==> config.mk <==
export PLATFORM = sky130hd
export DESIGN_NAME = zeroriscy_bnn_seq_flat
export DESIGN_NICKNAME = d
export VERILOG_FILES = /design/src/rtl/zeroriscy_bnn_seq_if.sv /design/src/rtl/zeroriscy_bnn_seq.sv /design/src/flat_wrapper.sv
export SDC_FILE = /design/constraint.sdc
export NUM_CORES = 1
export LEC_CHECK = 0
export ABC_AREA = 1
export BUFFER_PORTS_ARGS = -buffer_cell sky130_fd_sc_hd__buf_4
export CORE_ASPECT_RATIO = 1.75
export CORE_MARGIN = 2
export CORE_UTILIZATION = 32
export DETAILED_ROUTE_END_ITERATION = 10
export PLACE_DENSITY_LB_ADDON = 0.1
export RECOVER_POWER = 25
export SLEW_MARGIN = 10
export SYNTH_ARGS = -nofsm -noshare
export SYNTH_HDL_FRONTEND = slang
export SYNTH_SLANG_ARGS = --single-unit
==> constraint.sdc <==
create_clock -name clk -period 5.8 [get_ports clk]
set_input_delay 1.16 -clock clk [delete_from_list [all_inputs] [get_ports clk]]
set_output_delay 1.16 -clock clk [all_outputs]
set_load 0.005 [all_outputs]
==> src/rtl/zeroriscy_bnn_seq_if.sv <==
// Bundle of signals between the zeroriscy_bnn_seq command initiator and its
// surroundings: the estimate unit op channel and the activation read port.
// Ports (master = sequencer): bnn_en/operator/addr/data out, bnn_ready/result in,
//   act_addr out, act_rdata in (synchronous memory, 1-cycle read latency).
interface zeroriscy_bnn_seq_if #(
   parameter int ADDR_W = 32
);
   logic              bnn_en;
   logic [2:0]        bnn_operator;
   logic [ADDR_W-1:0] bnn_addr;
   logic [31:0]       bnn_data;
   logic              bnn_ready;
   logic [31:0]       bnn_result;
   logic [ADDR_W-1:0] act_addr;
   logic [31:0]       act_rdata;

   modport master (
      output bnn_en, bnn_operator, bnn_addr, bnn_data, act_addr,
      input  bnn_ready, bnn_result, act_rdata
   );

   modport slave (
      input  bnn_en, bnn_operator, bnn_addr, bnn_data, act_addr,
      output bnn_ready, bnn_result, act_rdata
   );
endinterface

==> src/rtl/zeroriscy_bnn_seq.sv <==
// Command initiator for the zeroriscy_bnn estimate unit: for one output-neuron
// group it issues ini, N acc ops per pooling window (activation words fetched from
// a synchronous memory), a pool op per window, a norm op, then captures the result.
// Latency: done_o in cycle 1 + W*(N+2) + 1 + 3 + 1 counted from the start edge
//   (the INI cycle is cycle 1); an N=0 window costs 2 cycles.
// Backpressure: with bnn_ready low no op is issued and state, counters and
//   act_addr hold; the op is reissued when ready returns. DRAIN also pauses.
// Ports: clk, rst_n (async active-low); start_i and config inputs latched at the
//   accepted start; bus (master modport) carries the op channel and activation
//   port; busy_o, done_o (1-cycle pulse) and result_o report status to the core.
module zeroriscy_bnn_seq #(
   parameter int CNT_W  = 16,
   parameter int ADDR_W = 32
) (
   input  logic                clk,
   input  logic                rst_n,
   input  logic                start_i,
   input  logic [CNT_W-1:0]    in_words_i,
   input  logic [CNT_W-1:0]    pool_win_i,
   input  logic [ADDR_W-1:0]   param_base_i,
   input  logic [ADDR_W-1:0]   norm_addr_i,
   input  logic [ADDR_W-1:0]   act_base_i,
   input  logic [15:0]         bias_i,
   zeroriscy_bnn_seq_if.master bus,
   output logic                busy_o,
   output logic                done_o,
   output logic [31:0]         result_o
);

   localparam logic [2:0] OP_INI  = 3'd0;
   localparam logic [2:0] OP_ACC  = 3'd1;
   localparam logic [2:0] OP_POOL = 3'd2;
   localparam logic [2:0] OP_NORM = 3'd3;

   typedef enum logic [2:0] {
      S_IDLE,
      S_INI,
      S_PREF,
      S_ACC,
      S_POOL,
      S_NORM,
      S_DRAIN,
      S_DONE
   } state_t;

   state_t state;

   // Latched configuration
   logic [CNT_W-1:0]  n_words;
   logic [CNT_W-1:0]  w_lim;
   logic [ADDR_W-1:0] param_base;
   logic [ADDR_W-1:0] norm_addr;
   logic [15:0]       bias_q;

   // Sequencing counters and the running activation pointer
   logic [CNT_W-1:0]  k_cnt;
   logic [CNT_W-1:0]  w_cnt;
   logic [1:0]        drain_cnt;
   logic [ADDR_W-1:0] act_ptr;

   // Pending op, registered when the state that issues it is entered
   logic              op_vld;
   logic [2:0]        op_code;
   logic [ADDR_W-1:0] op_addr;
   logic [31:0]       op_dat;
   logic              op_from_act;

   // While an acc op is stalled the held address already points at the next
   // word, so the memory output moves on; the word owed to the stalled op is
   // parked here on the first stall cycle and used when the op reissues.
   logic [31:0]       hold_dat;
   logic              hold_vld;

   logic              fire;
   logic [CNT_W-1:0]  k_inc;
   logic [CNT_W-1:0]  w_inc;
   logic [CNT_W-1:0]  n_last;
   logic [31:0]       acc_dat;

   assign fire    = op_vld & bus.bnn_ready;
   assign k_inc   = k_cnt + CNT_W'(1);
   assign w_inc   = w_cnt + CNT_W'(1);
   assign n_last  = n_words - CNT_W'(1);
   assign acc_dat = hold_vld ? hold_dat : bus.act_rdata;

   assign bus.bnn_en       = fire;
   assign bus.bnn_operator = fire ? op_code : 3'd0;
   assign bus.bnn_addr     = fire ? op_addr : '0;
   assign bus.bnn_data     = !fire ? 32'h0 : (op_from_act ? acc_dat : op_dat);
   assign bus.act_addr     = act_ptr;

   always_ff @(posedge clk or negedge rst_n) begin
      if (!rst_n) begin
         state       <= S_IDLE;
         n_words     <= '0;
         w_lim       <= '0;
         param_base  <= '0;
         norm_addr   <= '0;
         bias_q      <= '0;
         k_cnt       <= '0;
         w_cnt       <= '0;
         drain_cnt   <= '0;
         act_ptr     <= '0;
         op_vld      <= 1'b0;
         op_code     <= OP_INI;
         op_addr     <= '0;
         op_dat      <= '0;
         op_from_act <= 1'b0;
         hold_dat    <= '0;
         hold_vld    <= 1'b0;
         busy_o      <= 1'b0;
         done_o      <= 1'b0;
         result_o    <= '0;
      end else begin
         done_o <= 1'b0;
         case (state)
            S_IDLE: begin
               if (start_i) begin
                  n_words     <= in_words_i;
                  w_lim       <= (pool_win_i == '0) ? CNT_W'(1) : pool_win_i;
                  param_base  <= param_base_i;
                  norm_addr   <= norm_addr_i;
                  bias_q      <= bias_i;
                  act_ptr     <= act_base_i;
                  k_cnt       <= '0;
                  w_cnt       <= '0;
                  drain_cnt   <= '0;
                  hold_vld    <= 1'b0;
                  busy_o      <= 1'b1;
                  op_vld      <= 1'b1;
                  op_code     <= OP_INI;
                  op_addr     <= '0;
                  op_dat      <= {16'h0, bias_i};
                  op_from_act <= 1'b0;
                  state       <= S_INI;
               end
            end

            S_INI: begin
               if (bus.bnn_ready) begin
                  op_vld <= 1'b0;
                  state  <= S_PREF;
               end
            end

            // act_ptr already addresses word 0 of this window; the memory
            // samples it at the end of this cycle.
            S_PREF: begin
               op_vld <= 1'b1;
               if (n_words == '0) begin
                  op_code     <= OP_POOL;
                  op_addr     <= '0;
                  op_dat      <= {16'h0, bias_q};
                  op_from_act <= 1'b0;
                  state       <= S_POOL;
               end else begin
                  op_code     <= OP_ACC;
                  op_addr     <= param_base;
                  op_from_act <= 1'b1;
                  hold_vld    <= 1'b0;
                  k_cnt       <= '0;
                  // The pointer never runs past the window's last word, so no
                  // address beyond the group is ever presented.
                  if (n_words != CNT_W'(1)) begin
                     act_ptr <= act_ptr + ADDR_W'(1);
                  end
                  state <= S_ACC;
               end
            end

            S_ACC: begin
               if (bus.bnn_ready) begin
                  hold_vld <= 1'b0;
                  if (k_cnt == n_last) begin
                     k_cnt       <= '0;
                     op_code     <= OP_POOL;
                     op_addr     <= '0;
                     op_dat      <= {16'h0, bias_q};
                     op_from_act <= 1'b0;
                     state       <= S_POOL;
                  end else begin
                     k_cnt   <= k_inc;
                     op_addr <= param_base + ADDR_W'(k_inc);
                     if (k_inc != n_last) begin
                        act_ptr <= act_ptr + ADDR_W'(1);
                     end
                  end
               end else if (!hold_vld) begin
                  hold_dat <= bus.act_rdata;
                  hold_vld <= 1'b1;
               end
            end

            S_POOL: begin
               if (bus.bnn_ready) begin
                  w_cnt <= w_inc;
                  if (w_inc < w_lim) begin
                     op_vld <= 1'b0;
                     // Step from the last word of this window to word 0 of
                     // the next one.
                     if (n_words != '0) begin
                        act_ptr <= act_ptr + ADDR_W'(1);
                     end
                     state <= S_PREF;
                  end else begin
                     op_code <= OP_NORM;
                     op_addr <= norm_addr;
                     op_dat  <= '0;
                     state   <= S_NORM;
                  end
               end
            end

            S_NORM: begin
               if (bus.bnn_ready) begin
                  op_vld    <= 1'b0;
                  drain_cnt <= '0;
                  state     <= S_DRAIN;
               end
            end

            // Three cycles cover the unit's two pipeline stages plus its pool
            // register; the result is captured on the way into DONE so it is
            // already valid while done_o is high.
            S_DRAIN: begin
               if (bus.bnn_ready) begin
                  if (drain_cnt == 2'd2) begin
                     result_o <= bus.bnn_result;
                     done_o   <= 1'b1;
                     state    <= S_DONE;
                  end else begin
                     drain_cnt <= drain_cnt + 2'd1;
                  end
               end
            end

            S_DONE: begin
               busy_o <= 1'b0;
               state  <= S_IDLE;
            end

            default: begin
               state <= S_IDLE;
            end
         endcase
      end
   end

endmodule

==> src/flat_wrapper.sv <==
// flat-port wrapper written by rule: the top's interface ports become plain ports
module zeroriscy_bnn_seq_flat 
#(
   parameter int CNT_W  = 16,
   parameter int ADDR_W = 32
)
  (clk, rst_n, start_i, in_words_i, pool_win_i, param_base_i, norm_addr_i, act_base_i, bias_i, busy_o, done_o, result_o, bus_bnn_en, bus_bnn_operator, bus_bnn_addr, bus_bnn_data, bus_act_addr, bus_bnn_ready, bus_bnn_result, bus_act_rdata);
  zeroriscy_bnn_seq_if #(.ADDR_W(ADDR_W)) bus_i ();
  input  logic clk;
  input  logic rst_n;
  input  logic start_i;
  input  logic [CNT_W-1:0] in_words_i;
  input  logic [CNT_W-1:0] pool_win_i;
  input  logic [ADDR_W-1:0] param_base_i;
  input  logic [ADDR_W-1:0] norm_addr_i;
  input  logic [ADDR_W-1:0] act_base_i;
  input  logic [15:0] bias_i;
  output logic busy_o;
  output logic done_o;
  output logic [31:0] result_o;
  output wire logic [$bits(bus_i.bnn_en)-1:0] bus_bnn_en;
  output wire logic [$bits(bus_i.bnn_operator)-1:0] bus_bnn_operator;
  output wire logic [$bits(bus_i.bnn_addr)-1:0] bus_bnn_addr;
  output wire logic [$bits(bus_i.bnn_data)-1:0] bus_bnn_data;
  output wire logic [$bits(bus_i.act_addr)-1:0] bus_act_addr;
  input wire logic [$bits(bus_i.bnn_ready)-1:0] bus_bnn_ready;
  input wire logic [$bits(bus_i.bnn_result)-1:0] bus_bnn_result;
  input wire logic [$bits(bus_i.act_rdata)-1:0] bus_act_rdata;
  assign bus_bnn_en = bus_i.bnn_en;
  assign bus_bnn_operator = bus_i.bnn_operator;
  assign bus_bnn_addr = bus_i.bnn_addr;
  assign bus_bnn_data = bus_i.bnn_data;
  assign bus_act_addr = bus_i.act_addr;
  assign bus_i.bnn_ready = bus_bnn_ready;
  assign bus_i.bnn_result = bus_bnn_result;
  assign bus_i.act_rdata = bus_act_rdata;
  zeroriscy_bnn_seq #(.CNT_W(CNT_W), .ADDR_W(ADDR_W)) u_core (.clk(clk), .rst_n(rst_n), .start_i(start_i), .in_words_i(in_words_i), .pool_win_i(pool_win_i), .param_base_i(param_base_i), .norm_addr_i(norm_addr_i), .act_base_i(act_base_i), .bias_i(bias_i), .bus(bus_i), .busy_o(busy_o), .done_o(done_o), .result_o(result_o));
endmodule
==> summary.txt <==
Power and ir drop
  • Net load switching power: 4.658 mW
  • Maximum ir drop on the vdd rail: 243.9 uV
  • Power per cell area: 467.4 nW/um2
  • Relative contribution of combinational cells to total power: 44.2%
  • P_leak: 12.02 nW
  • Share of power burned in the clock network: 22.4%
  • Proportion of power drawn by flip-flops and latches: 33.4%
  • Net Sw Frac: 43.90%
  • Int Pwr: 5.952 mW

STA
  • Top achievable clock speed: 243.0 MHz
  • Slew at the pin closest to its max-slew limit: 2.856 ns
  • Unrepaired setup endpoints after global routing: false
  • Minimum clock period after layout: 4.116 ns
  • Slew HR: -90.43%
  • Setup violators final: 0
  • Final slew viol count: 138
  • Final Hold Violating Endpoints: 0
  • Layout Skew: 0.02173 ns
  • Final Cycle Share: 70.96%
  • Hold slack: 0.4699 ns
  • Accumulated negative setup slack: 0 ns

Global routing
  • Total overflow reported by the global router: 0
  • Vias in the first global route: 17,750
  • GRT Resource Usage Total: 21.19%
  • First-pass GRT wire length: 98.35 mm
  • Maximum number of pins on one net before global-route repair: 104
  • Initial antenna violation count: 1

Clock tree
  • TritonCTS clock tree: yes
  • CTS max path bufs: 3
  • Total CTS buffers: 36
  • Clock insertion delay at the later pin of the skew report: 0.54 ns
  • CTS Sinks: 300
  • Count of hold buffers inserted by post-cts repair: 0
  • # resized after CTS: 0
  • Postcts setup bufs: 0
  • Clock transition at the registers of the reported paths: 0.06 ns
  • CTS Root Buffer Type: sky130_fd_sc_hd__clkbuf_16
  • H-tree depth reported by CTS: 2

Routing
  • Routed wire per std cell: 16.89 um
  • Remaining antenna violation count: 0
  • Residual DRC count: 0
  • Via count of the routed design: 17,720
  • Vias per inst: 4.771
  • Overall routed net length: 62.75 mm
  • First-pass detailed-route iteration total: 5
  • DRC marker count from the first detailed-route iteration: 965

Synthesis
  • Syn Nets: 2,884
  • Fraction of the yosys area taken by sequential cells: 41.19%
  • Mapped Area: 18,230 um2
  • Number of flip-flops and latches in the synthesized netlist: 300
  • Synth Warn #: 0
  • Cell count after synthesis: 2,628
  • Syn Area/Cell: 6.935 um2
  • Distinct cell type count after synthesis: 48

Setup path
  • Data arrival at the endpoint of the critical path: 2.96 ns
  • Launching element type of the critical path: flop
  • Critical Path Fanout Max: 33
  • Critical path class: reg -> out
  • CP endpoint kind: primary output
  • Cell breakdown of the critical path: inv_1 > nand2_1 > o21ai_0 > o21ai_0 > inv_1 > buf_4
  • Peak per-stage delay on the critical path: 0.96 ns
  • Data required time of the worst path: 4.64 ns
  • Setup slack, reg-to-reg: 1.79 ns
  • Critical Path Slowest Stage Cell: sky130_fd_sc_hd__dfrtp_1

Layout
  • Area growth from synthesis to layout: 24.55%
  • Area of all placed cells without fillers: 22,700 um2
  • # nets final: 3,183
  • Final core utilization: 40.35%
  • Share of final-layout standard cells stronger than drive strength 1: 15.94%
  • Antenna diode count: 0

Floorplan
  • Die width: 184.4 um
  • Initial Utilization: 32.40%
  • Vertical extent of the die: 319.7 um
  • Count of standard-cell rows: 115
  • Top-Level Pins: 346
  • Area of the die: 58,960 um2
  • Total core area: 56,260 um2

Outcome
  • Status: finished, violations left
  • Violated checks: max-capacitance violations, max-slew violations

Place
  • Half-perimeter wire length after detailed placement: 47.97 mm
  • Final Wtd Congestion: 0.8868
  • Cell area after placement: 21,490 um2
  • Number of buffer cells added on primary ports: 344

Flow run
  • Max capacitance violation total: 2

Hold path
  • Hold Path Class: reg -> reg
[cell type report]
type | count | area (um2)
Sequential cell | 300 | 7507
Clock inverter | 15 | 167.7
Inverter | 351 | 1318
Fill cell | 6008 | 33560
Multi-Input combinational cell | 1874 | 8960
Clock buffer | 51 | 1059
Timing Repair Buffer | 364 | 2739
Tap cell | 760 | 950.9
[state kept, by name, indices dropped and copies added (netlist names)]
register / count
u_core.n_words: 16
u_core.norm_addr: 32
u_core.result_o: 32
u_core.bias_q: 16
u_core.w_lim: 16
u_core.hold_dat: 32
u_core.done_o: 1
u_core.op_dat: 16
u_core.op_code: 2
u_core.bus.act_addr: 32
u_core.state: 3
u_core.drain_cnt: 2
u_core.hold_vld: 1
u_core.k_cnt: 16
u_core.w_cnt: 16
u_core.op_vld: 1
u_core.param_base: 32
u_core.op_from_act: 1
u_core.op_addr: 32
u_core.busy_o: 1
[synthesized netlist by cell type (all sizes together)]
master     n  share of area, %
a21o       5              0.21
a21oi     31              0.87
a22o       1             0.048
a2bb2oi    1             0.048
a31oi      1             0.034
and2       1             0.034
buf       44               1.3
clkbuf    59               1.2
conb       1             0.021
dfrtp    300                41
fa         1              0.11
ha        43               3.0
inv      351               7.2
mux2       1             0.062
mux2i     16              0.88
nand2    960                20
nand3    150               4.3
nand3b    10              0.41
nand4     46               1.6
nor2     217               4.9
nor3      24              0.69
nor3b      1             0.041
nor4       8              0.27
o2111ai    1             0.048
o211ai     2             0.082
o21a       2             0.082
o21ai    238               6.5
o21bai     2             0.082
o22ai     43               1.5
o31ai      1             0.041
o41ai      1             0.048
or2        3              0.10
xnor2     10              0.48
xor2      53               2.6
[critical path, delay by kind of cell, from the launching register on]
kind            cells  cell delay (ns)
simple gates        1             0.20
flops               1             0.96
compound gates      2             0.39
buf+inv             3             0.87
[power groups by stage]
stage / Clock (mW) / Sequential, mW / Combinational (mW)
2_1_floorplan: 0 / 3.33 / 3.28
3_3_place_gp: 0 / 3.55 / 4.66
3_5_place_dp: 0 / 3.58 / 4.71
4_1_cts: 2.47 / 3.54 / 4.74
5_1_grt: 2.55 / 3.65 / 5.36
6_report: 2.38 / 3.54 / 4.69
[kinds of logic (layout without fill, tap and decap cells)]
family                     count (synthesis)  after routing  synth area share (%)
DFF                                      300            300                 41.19
and+or+nand+nor                         1420           1420                 32.34
adders and majority gates                 44             44                 3.062
muxes                                     17             17                0.9405
buffers and inverters                    454            781                 9.776
AOI/OAI and AO/OA                        329            329                 9.604
xor gates and xnor gates                  63             63                 3.069
other                                      1              1               0.02057
[path summary, 6_finish.rpt]
path / cells past startpoint / endpoint / from
max: 6 / bus_bnn_data[12] / u_core.hold_vld$_DFFE_PN0P_
max in group asynchronous: 2 / u_core.op_dat[1]$_DFFE_PN0P_ / rst_n
min reg2reg: 2 / u_core.op_dat[7]$_DFFE_PN0P_ / u_core.op_dat[7]$_DFFE_PN0P_
min in group asynchronous: 1 / u_core.hold_dat[22]$_DFFE_PN0P_ / rst_n
max reg2reg: 23 / u_core.op_dat[1]$_DFFE_PN0P_ / u_core.w_cnt[0]$_DFFE_PN0P_
min: 2 / u_core.op_dat[7]$_DFFE_PN0P_ / u_core.op_dat[7]$_DFFE_PN0P_
[routing by layer]
metal / vias to the layer above / global-route usage, % / wire (um)
met1: 8261 / 24.26 / 24900
li1: 8854 / - / -
met4: 2 / 8.498 / 2578
met2: 488 / 38.59 / 31830
met3: 119 / 3.587 / 3427
met5: - / 0 / 13
[cells in the final DEF (no fill, tap or decap), types with 5 or more instances in the layout]
cell / count
sky130_fd_sc_hd__nor3_1: 23
sky130_fd_sc_hd__nand3b_1: 10
sky130_fd_sc_hd__nor2_2: 11
sky130_fd_sc_hd__a21o_1: 5
sky130_fd_sc_hd__nand4_1: 46
sky130_fd_sc_hd__ha_1: 43
sky130_fd_sc_hd__xnor2_1: 10
sky130_fd_sc_hd__clkbuf_16: 37
sky130_fd_sc_hd__clkinv_2: 6
sky130_fd_sc_hd__nor2_4: 5
sky130_fd_sc_hd__a21oi_1: 30
sky130_fd_sc_hd__o21ai_1: 7
sky130_fd_sc_hd__buf_4: 361
sky130_fd_sc_hd__nand3_1: 148
sky130_fd_sc_hd__clkbuf_1: 7
sky130_fd_sc_hd__nand2_4: 5
sky130_fd_sc_hd__mux2i_1: 16
sky130_fd_sc_hd__nand2_1: 951
sky130_fd_sc_hd__o22ai_1: 43
sky130_fd_sc_hd__xor2_1: 52
sky130_fd_sc_hd__clkbuf_8: 8
sky130_fd_sc_hd__nor4_1: 8
sky130_fd_sc_hd__inv_1: 338
sky130_fd_sc_hd__inv_2: 12
sky130_fd_sc_hd__nor2_1: 199
sky130_fd_sc_hd__dfrtp_1: 300
sky130_fd_sc_hd__o21ai_0: 231
[through the flow]
stage / total power, mW / setup WS (ns) / std cells
global placement: 8.218 / 1.961 / 3649
detailed placement: 8.291 / 1.852 / 3649
CTS: 10.75 / 1.625 / 3715
floorplan: 6.604 / 2.680 / 2628
global route: 11.56 / 1.264 / 3715
finish: 10.61 / 1.684 / 3715
(Power assumes the default switching activity.)
